<file path="src/rtl/scc_dump_pkg.sv">
// Shared definitions for the post-halt data-memory dump: FSM encoding,
// record field widths and the word-index to byte-address helper.
package scc_dump_pkg;

  localparam int unsigned WORD_BYTES = 4;
  localparam int unsigned REC_ADDR_W = 32;
  localparam int unsigned REC_DATA_W = 32;

  typedef logic [REC_ADDR_W-1:0] rec_addr_t;
  typedef logic [REC_DATA_W-1:0] rec_data_t;

  typedef enum logic [2:0] {
    IDLE = 3'd0,
    READ = 3'd1,
    WAIT = 3'd2,
    EMIT = 3'd3,
    DONE = 3'd4
  } dump_state_e;

  // Byte address of a word, wrapping modulo 2^32.
  function automatic rec_addr_t word_to_byte_addr(input rec_addr_t base, input rec_addr_t idx);
    return base + idx * rec_addr_t'(WORD_BYTES);
  endfunction

endpackage

</file>
<file path="src/rtl/scc_dump_rec_reg.sv">
// Output holding register for the dump record stream: loads address/data
// from the read pipeline and holds them, valid included, until accepted.
module scc_dump_rec_reg
  import scc_dump_pkg::*;
(
  input  logic      i_clk,
  input  logic      i_rst,
  input  logic      i_clk_en,
  input  logic      i_capture,
  input  logic      i_emit,
  input  rec_addr_t i_addr,
  input  rec_data_t i_data,
  input  logic      i_ready,
  output logic      o_valid,
  output rec_addr_t o_addr,
  output rec_data_t o_data,
  output logic      o_fire
);

  logic      r_valid;
  rec_addr_t r_addr;
  rec_data_t r_data;
  logic      w_fire;

  // A handshake only completes on an enabled cycle.
  assign w_fire = i_clk_en & r_valid & i_ready;

  always_ff @(posedge i_clk or posedge i_rst) begin
    if (i_rst) begin
      r_valid <= 1'b0;
      r_addr  <= '0;
      r_data  <= '0;
    end else if (i_clk_en) begin
      if (i_capture) begin
        r_addr  <= i_addr;
        r_data  <= i_data;
        r_valid <= i_emit;
      end else if (w_fire) begin
        r_valid <= 1'b0;
      end
    end
  end

  assign o_valid = r_valid;
  assign o_addr  = r_addr;
  assign o_data  = r_data;
  assign o_fire  = w_fire;

endmodule

</file>
<file path="src/rtl/scc_mem_dump.sv">
// Dumps DEPTH data-memory words as (byte address, data) records once after
// the CPU halts; runs exactly once per reset.
module scc_mem_dump
  import scc_dump_pkg::*;
#(
  parameter int unsigned DEPTH     = 256,
  parameter logic [31:0] BASE_ADDR = 32'h0000_0000,
  parameter bit          SKIP_ZERO = 1'b0
) (
  input  logic        clk,
  input  logic        rst,
  input  logic        clk_en,
  input  logic        halt_f,
  output logic        mem_rd_en,
  output logic [31:0] mem_rd_addr,
  input  logic [31:0] mem_rd_data,
  output logic        rec_valid,
  input  logic        rec_ready,
  output logic [31:0] rec_addr,
  output logic [31:0] rec_data,
  output logic        dump_busy,
  output logic        dump_done
);

  localparam int unsigned IW = (DEPTH > 1) ? $clog2(DEPTH) : 1;
  localparam logic [IW-1:0] LAST_IDX = IW'(DEPTH - 1);

  dump_state_e   r_state;
  logic          r_started;
  logic [IW-1:0] r_index;
  logic          r_mem_rd_en;
  logic [31:0]   r_mem_rd_addr;
  logic          r_busy;
  logic          r_done;

  logic          w_skip;
  logic          w_capture;
  logic          w_fire;
  logic          w_advance;
  logic          w_last;
  logic [IW-1:0] w_next_index;
  rec_addr_t     w_rec_addr;

  assign w_skip       = SKIP_ZERO && (mem_rd_data == '0);
  assign w_capture    = clk_en && (r_state == WAIT);
  assign w_last       = (r_index == LAST_IDX);
  assign w_next_index = r_index + 1'b1;
  assign w_rec_addr   = word_to_byte_addr(BASE_ADDR, rec_addr_t'(r_index));
  // Leaving a word: either a skipped zero in WAIT or an accepted record.
  assign w_advance    = ((r_state == WAIT) && w_skip) || ((r_state == EMIT) && w_fire);

  always_ff @(posedge clk or posedge rst) begin
    if (rst) begin
      r_state       <= IDLE;
      r_started     <= 1'b0;
      r_index       <= '0;
      r_mem_rd_en   <= 1'b0;
      r_mem_rd_addr <= '0;
      r_busy        <= 1'b0;
      r_done        <= 1'b0;
    end else if (clk_en) begin
      if (w_advance) begin
        if (w_last) begin
          r_state <= DONE;
          r_busy  <= 1'b0;
          r_done  <= 1'b1;
        end else begin
          r_index       <= w_next_index;
          r_state       <= READ;
          r_mem_rd_en   <= 1'b1;
          r_mem_rd_addr <= 32'(w_next_index);
        end
      end else begin
        case (r_state)
          IDLE: begin
            if (halt_f && !r_started) begin
              r_started     <= 1'b1;
              r_index       <= '0;
              r_state       <= READ;
              r_mem_rd_en   <= 1'b1;
              r_mem_rd_addr <= '0;
              r_busy        <= 1'b1;
            end
          end
          READ: begin
            r_mem_rd_en <= 1'b0;
            r_state     <= WAIT;
          end
          WAIT:    r_state <= EMIT;
          default: ;
        endcase
      end
    end
  end

  scc_dump_rec_reg u_rec_reg (
    .i_clk     (clk),
    .i_rst     (rst),
    .i_clk_en  (clk_en),
    .i_capture (w_capture),
    .i_emit    (!w_skip),
    .i_addr    (w_rec_addr),
    .i_data    (mem_rd_data),
    .i_ready   (rec_ready),
    .o_valid   (rec_valid),
    .o_addr    (rec_addr),
    .o_data    (rec_data),
    .o_fire    (w_fire)
  );

  assign mem_rd_en   = r_mem_rd_en;
  assign mem_rd_addr = r_mem_rd_addr;
  assign dump_busy   = r_busy;
  assign dump_done   = r_done;

endmodule

</file>
<file path="config.mk">
export PLATFORM = sky130hd
export DESIGN_NAME = scc_mem_dump
export DESIGN_NICKNAME = d
export VERILOG_FILES = /design/src/rtl/scc_dump_pkg.sv /design/src/rtl/scc_dump_rec_reg.sv /design/src/rtl/scc_mem_dump.sv
export SDC_FILE = /design/constraint.sdc
export NUM_CORES = 1
export LEC_CHECK = 0
export ABC_AREA = 1
export CAP_MARGIN = 20
export CORE_ASPECT_RATIO = 0.5
export CORE_MARGIN = 3
export CORE_UTILIZATION = 37
export CTS_CLUSTER_SIZE = 24
export DETAILED_ROUTE_END_ITERATION = 7
export PLACE_DENSITY = 0.81
export SKIP_CTS_REPAIR_TIMING = 1
export SYNTH_ARGS = -nofsm -noshare
export SYNTH_HDL_FRONTEND = slang
export SYNTH_SLANG_ARGS = --single-unit
</file>
<file path="constraint.sdc">
create_clock -name clk -period 1.7 [get_ports clk]
set_input_delay 0.34 -clock clk [delete_from_list [all_inputs] [get_ports clk]]
set_output_delay 0.34 -clock clk [all_outputs]
set_load 0.03 [all_outputs]
</file>
Word-level counts from Yosys, hierarchy flattened --
Cells that the tools add are included.
Word-level totals: bits in registers 88, input bits 37, output and inout port bits 100, word-level logic and storage cells 60
Operators by class: add/subtract/negate cells 1, equality and inequality tests 7, mux-type cells 21, bitwise gates (word level) 3, reduce and logical (&&, ||, !) cells 18
Operator list (number):
- two-way mux 32 bit | 4
- two-way mux 8 bit | 4
- AND reduction 4 bit | 4
- two-way mux 3 bit | 3
- case mux 3 bit (3 select lines) | 1
- adder 8 x 1 -> 8 bit (second input constant) | 1
- == test 8 bit (second input constant) | 1
- two-way mux 1 bit | 8
- == test 3 x 2 -> 1 bit (second input constant) | 2
- AND reduction 3 bit | 2
- nonzero test 2 bit | 3
- AND reduction 2 bit | 2
- nonzero test 4 bit | 1
- == test 3 x 1 -> 1 bit (second input constant) | 1
- logical AND 1 bit | 3
- logical NOT 3 bit | 1
- != test 3 bit (second input constant) | 1
- nonzero test 3 bit | 1
- bitwise AND 1 bit | 2
- != test 2 x 1 -> 1 bit (second input constant) | 1
- != test 2 bit (second input constant) | 1
- case mux 1 bit (2 select lines) | 1
- logical NOT 1 bit | 1
- inverter 1 bit | 1

Logic depth before layout (Yosys ltp) --
depth in word-level cells 5, mapped depth 9, gate-level depth less buffers 9

Cells and area by module --
Synthesis repeated with hierarchy kept, for this count alone.
Second synthesis, totals: cell total of the unflattened synthesis 441, area, all modules 3682.3 um^2
Modules (own cells, without submodules):
- scc_dump_rec_reg | times used 1, cells each 279, area each 2502.4 um^2, seq. area each 1626.6 um^2
- scc_mem_dump | times used 1, cells each 162, area each 1179.9 um^2, seq. area each 375.4 um^2

Worst setup path before layout --
Ideal clock, no wire load.
path kind flip-flop to flip-flop, start register mem_rd_addr[1] (netlist name), end register r_mem_rd_addr[5] (netlist: mem_rd_addr[5]), library setup time 0.066 ns, data arrival time 1.417 ns, required time 1.634 ns, path slack 0.217 ns, stages on the path, launching flop included 10, buffers on the path 0, period minus slack after synthesis 1.483 ns, path through dfrtp_1 > ha_1 > nand3_1 > inv_1 > nand2_1 > nand2_2 > nand2_4 > inv_2 > nand2_1 > nand2_1
RTL lines:
- end signal, assigned | RTL line scc_mem_dump.sv:71 | r_mem_rd_addr <= 32'(w_next_index);
- end, declared | RTL line scc_mem_dump.sv:32 | logic [31:0] r_mem_rd_addr;

Worst setup path after layout --
start register u_rec_reg.r_data[22] (netlist: u_rec_reg.o_data[22]), end output port rec_data[22]
RTL lines:
- start, declared | RTL line scc_dump_rec_reg.sv:22 | rec_data_t r_data;
- start signal, assigned | RTL line scc_dump_rec_reg.sv:36 | r_data <= i_data;
- end, declared | RTL line scc_mem_dump.sv:20 | output logic [31:0] rec_data,
No word-level cell between the ends.

==> results.json <==
{
  "regToRegSetupSlack_ns": 0.23,
  "fmaxAchievable_mhz": 600,
  "crit_cells": 1,
  "top_usage_layer": "met2",
  "max_stage_delay_ns": 0.70,
  "comb_power_share_pct": 9.9,
  "clock_path_buffers": 2,
  "finalHoldViolations": 0,
  "grt_max_degree": 57,
  "grt_use_met1_pct": 18.8,
  "use_met2_pct": 25.5,
  "dp_cells": 519,
  "finalSetupViolations": 0,
  "syn_avg_cell_area_um2": 8.20,
  "grt_setup_unrepaired": "false",
  "drt-wirelength-per-cell_um": 12.0,
  "synth_flop_cell": "dfrtp_1",
  "async_flop_share_pct": 100,
  "post-place-ws_ns": -0.0399,
  "p_int_mw": 2.12,
  "finalPower_mw": 2.78,
  "r2r-start": "mem_rd_addr[0]",
  "arrival_ns": 1.33,
  "nets": 472,
  "powerDensity_mw_per_mm2": 712,
  "grt_util_all_layers_pct": 14.6,
  "final_cell_area_mm2": 0.00391,
  "layout_commonest_cell": "nand2_1",
  "hpwl_um": 4800,
  "outcome": "completed",
  "ios": 137,
  "cts.sinks": 56,
  "ir_drop_mv": 0.439,
  "clk_pin_slew_worst_paths_ns": 0.07,
  "ant_nets": 0,
  "p_leak_nw": 2.39,
  "switching_power_uw": 663,
  "worstSkewPairLatency_ns": 0.29,
  "initial_core_util_pct": 39.8,
  "tritoncts": "done",
  "crit_family": "buffers and inverters",
  "maxCapViolations": 0,
  "critPathCaptureType": "output port",
  "nFillCells": 610,
  "startpoint": "u_rec_reg.o_data[22]",
  "slowest_stage": "clkdlybuf4s50_1",
  "die_width_um": 128,
  "vias_per_cell": 4.25,
  "grtUsageMet3_pct": 3.16,
  "path_class": "register to output port",
  "drive_gt1_share_pct": 6.44,
  "synth_area_leaders": "dfrtp_1 (51%), buf_4 (13%), nand2_1 (13%)",
  "worstPathMaxFanout": 2,
  "yosysWarnings": 0,
  "die_y_um": 67.2,
  "required_ns": 1.36,
  "ys_types": 23,
  "swShare_pct": 23.8,
  "dieArea_mm2": 0.00863,
  "layout_common_cells": "nand2_1 (95), clkdlybuf4s50_1 (62), dfrtp_1 (56)",
  "drcViolationCount": 0,
  "power.share.sequential_pct": 47.9,
  "synth_top_area_share_pct": 50.6,
  "path_cells": "clkdlybuf4s50_1",
  "grt_pass1_wl_um": 10000,
  "cts_buffers": 5,
  "drt-initial-drc-count": 153,
  "synthCells": 338,
  "io_buffers": 88,
  "n_antenna_cell": 0,
  "endpoint": "rec_data[22]",
  "rows": 21,
  "fin_crit_sh_pct": 98.0,
  "core-area_mm2": 0.00696,
  "fin_skew_ns": 0.00555,
  "instances_no_fill": 527,
  "area_delta_synth_final_pct": 40.9,
  "cp.buffers_inverters": 1,
  "ctsHtreeMaxLevel": 2,
  "yosys_register_bits": 56,
  "min_path_type": "input pin to async pin",
  "postPlaceCellArea_mm2": 0.00367,
  "r2r_end": "mem_rd_addr[1]",
  "fin_tns_setup_ns": 0,
  "cts_root_buffer": "clkbuf_16",
  "period_needed_ns": 1.67,
  "wl_um": 6310,
  "reg2reg_depth": 9,
  "final.setup.worst_slack_ns": 0.0335,
  "clock_power_share_pct": 42.2,
  "antenna_found_initial": 0,
  "cp-start-kind": "register",
  "grt_pass1_vias": 2058,
  "grt_remaining_overflow": 0,
  "maxSlewViolCount": 0,
  "first_pass_iters": 4,
  "syn_area_mm2": 0.00277,
  "synth_edf_count": 0,
  "routabilityCongestion": 0.867,
  "synth_seq_area_share_pct": 50.6,
  "vias": 2241,
  "synth_top_area_cell": "dfrtp_1"
}
-- power groups by stage --
stage | Sequential, mW | Combinational [mW] | Clock [mW]
2_1_floorplan | 1.36 | 0.256 | 0
5_1_grt | 1.33 | 0.295 | 1.26
4_1_cts | 1.33 | 0.275 | 1.20
3_3_place_gp | 1.36 | 0.274 | 0
6_report | 1.33 | 0.275 | 1.17
3_5_place_dp | 1.36 | 0.274 | 0
-- synth_stat cells (all sizes together) (2+ instances only) --
cell,n
or2,2
nand2,97
buf,49
nor2,12
inv,51
nand4,2
dfrtp,56
nand3,16
clkbuf,7
o21ai,42
-- stage by stage --
| stage | hold slack [ns] | utilization (%) |
|---|---|---|
| 3_5_place_dp | 0.450 | 52.7 |
| 2_1_floorplan | 0.420 | - |
| 5_1_grt | 0.400 | 56.1 |
| 3_3_place_gp | 0.447 | 52.7 |
| 6_report | 0.381 | 56.1 |
| 4_1_cts | 0.395 | 55.1 |
-- area by class of cell --
type	count	area, µm²	area share, %
inverters	51	195	5.00
repair buffers	98	1060	27.1
multi-input cells	222	963	24.7
flip-flops and latches	56	1400	35.9
clock inverters	3	46.3	1.19
clock buffers	5	125	3.20
well taps	92	115	2.95
-- routing by layer --
metal | part of all wire (%) | vias to the layer above | wire [µm]
li1 | - | 1128 | -
met1 | 43 | 1012 | 2700
met2 | 49 | 90 | 3090
met3 | 6.3 | 11 | 396
met4 | 2.0 | 0 | 129
met5 | 0 | - | 0
-- flip-flops by register name, indices dropped and copies added (netlist names) --
name / flops
u_rec_reg.o_data: 32
r_started: 1
u_rec_reg.o_valid: 1
mem_rd_en: 1
mem_rd_addr: 8
dump_busy: 1
r_state: 3
dump_done: 1
u_rec_reg.o_addr: 8
-- logic make-up after synthesis --
group	Yosys count	share of synthesized area, %
simple gates	130	20.0
buf+inv	107	21.0
flops	56	50.6
compound gates	43	7.86
fa+ha+maj	1	0.451
other cells	1	0.135
-- worst min-delay path by stage --
stage,start,to,slack [ns],depth (start not counted)
finish,rst,u_rec_reg.o_addr[2],0.38,2
global route,rst,u_rec_reg.o_addr[2],0.40,2
CTS,rst,u_rec_reg.o_addr[9],0.39,2
detailed placement,r_started,r_started,0.45,2
global placement,dump_done,dump_done,0.45,2
floorplan,rst,dump_busy,0.42,1
No activity file was read; power rests on OpenSTA's default activity.
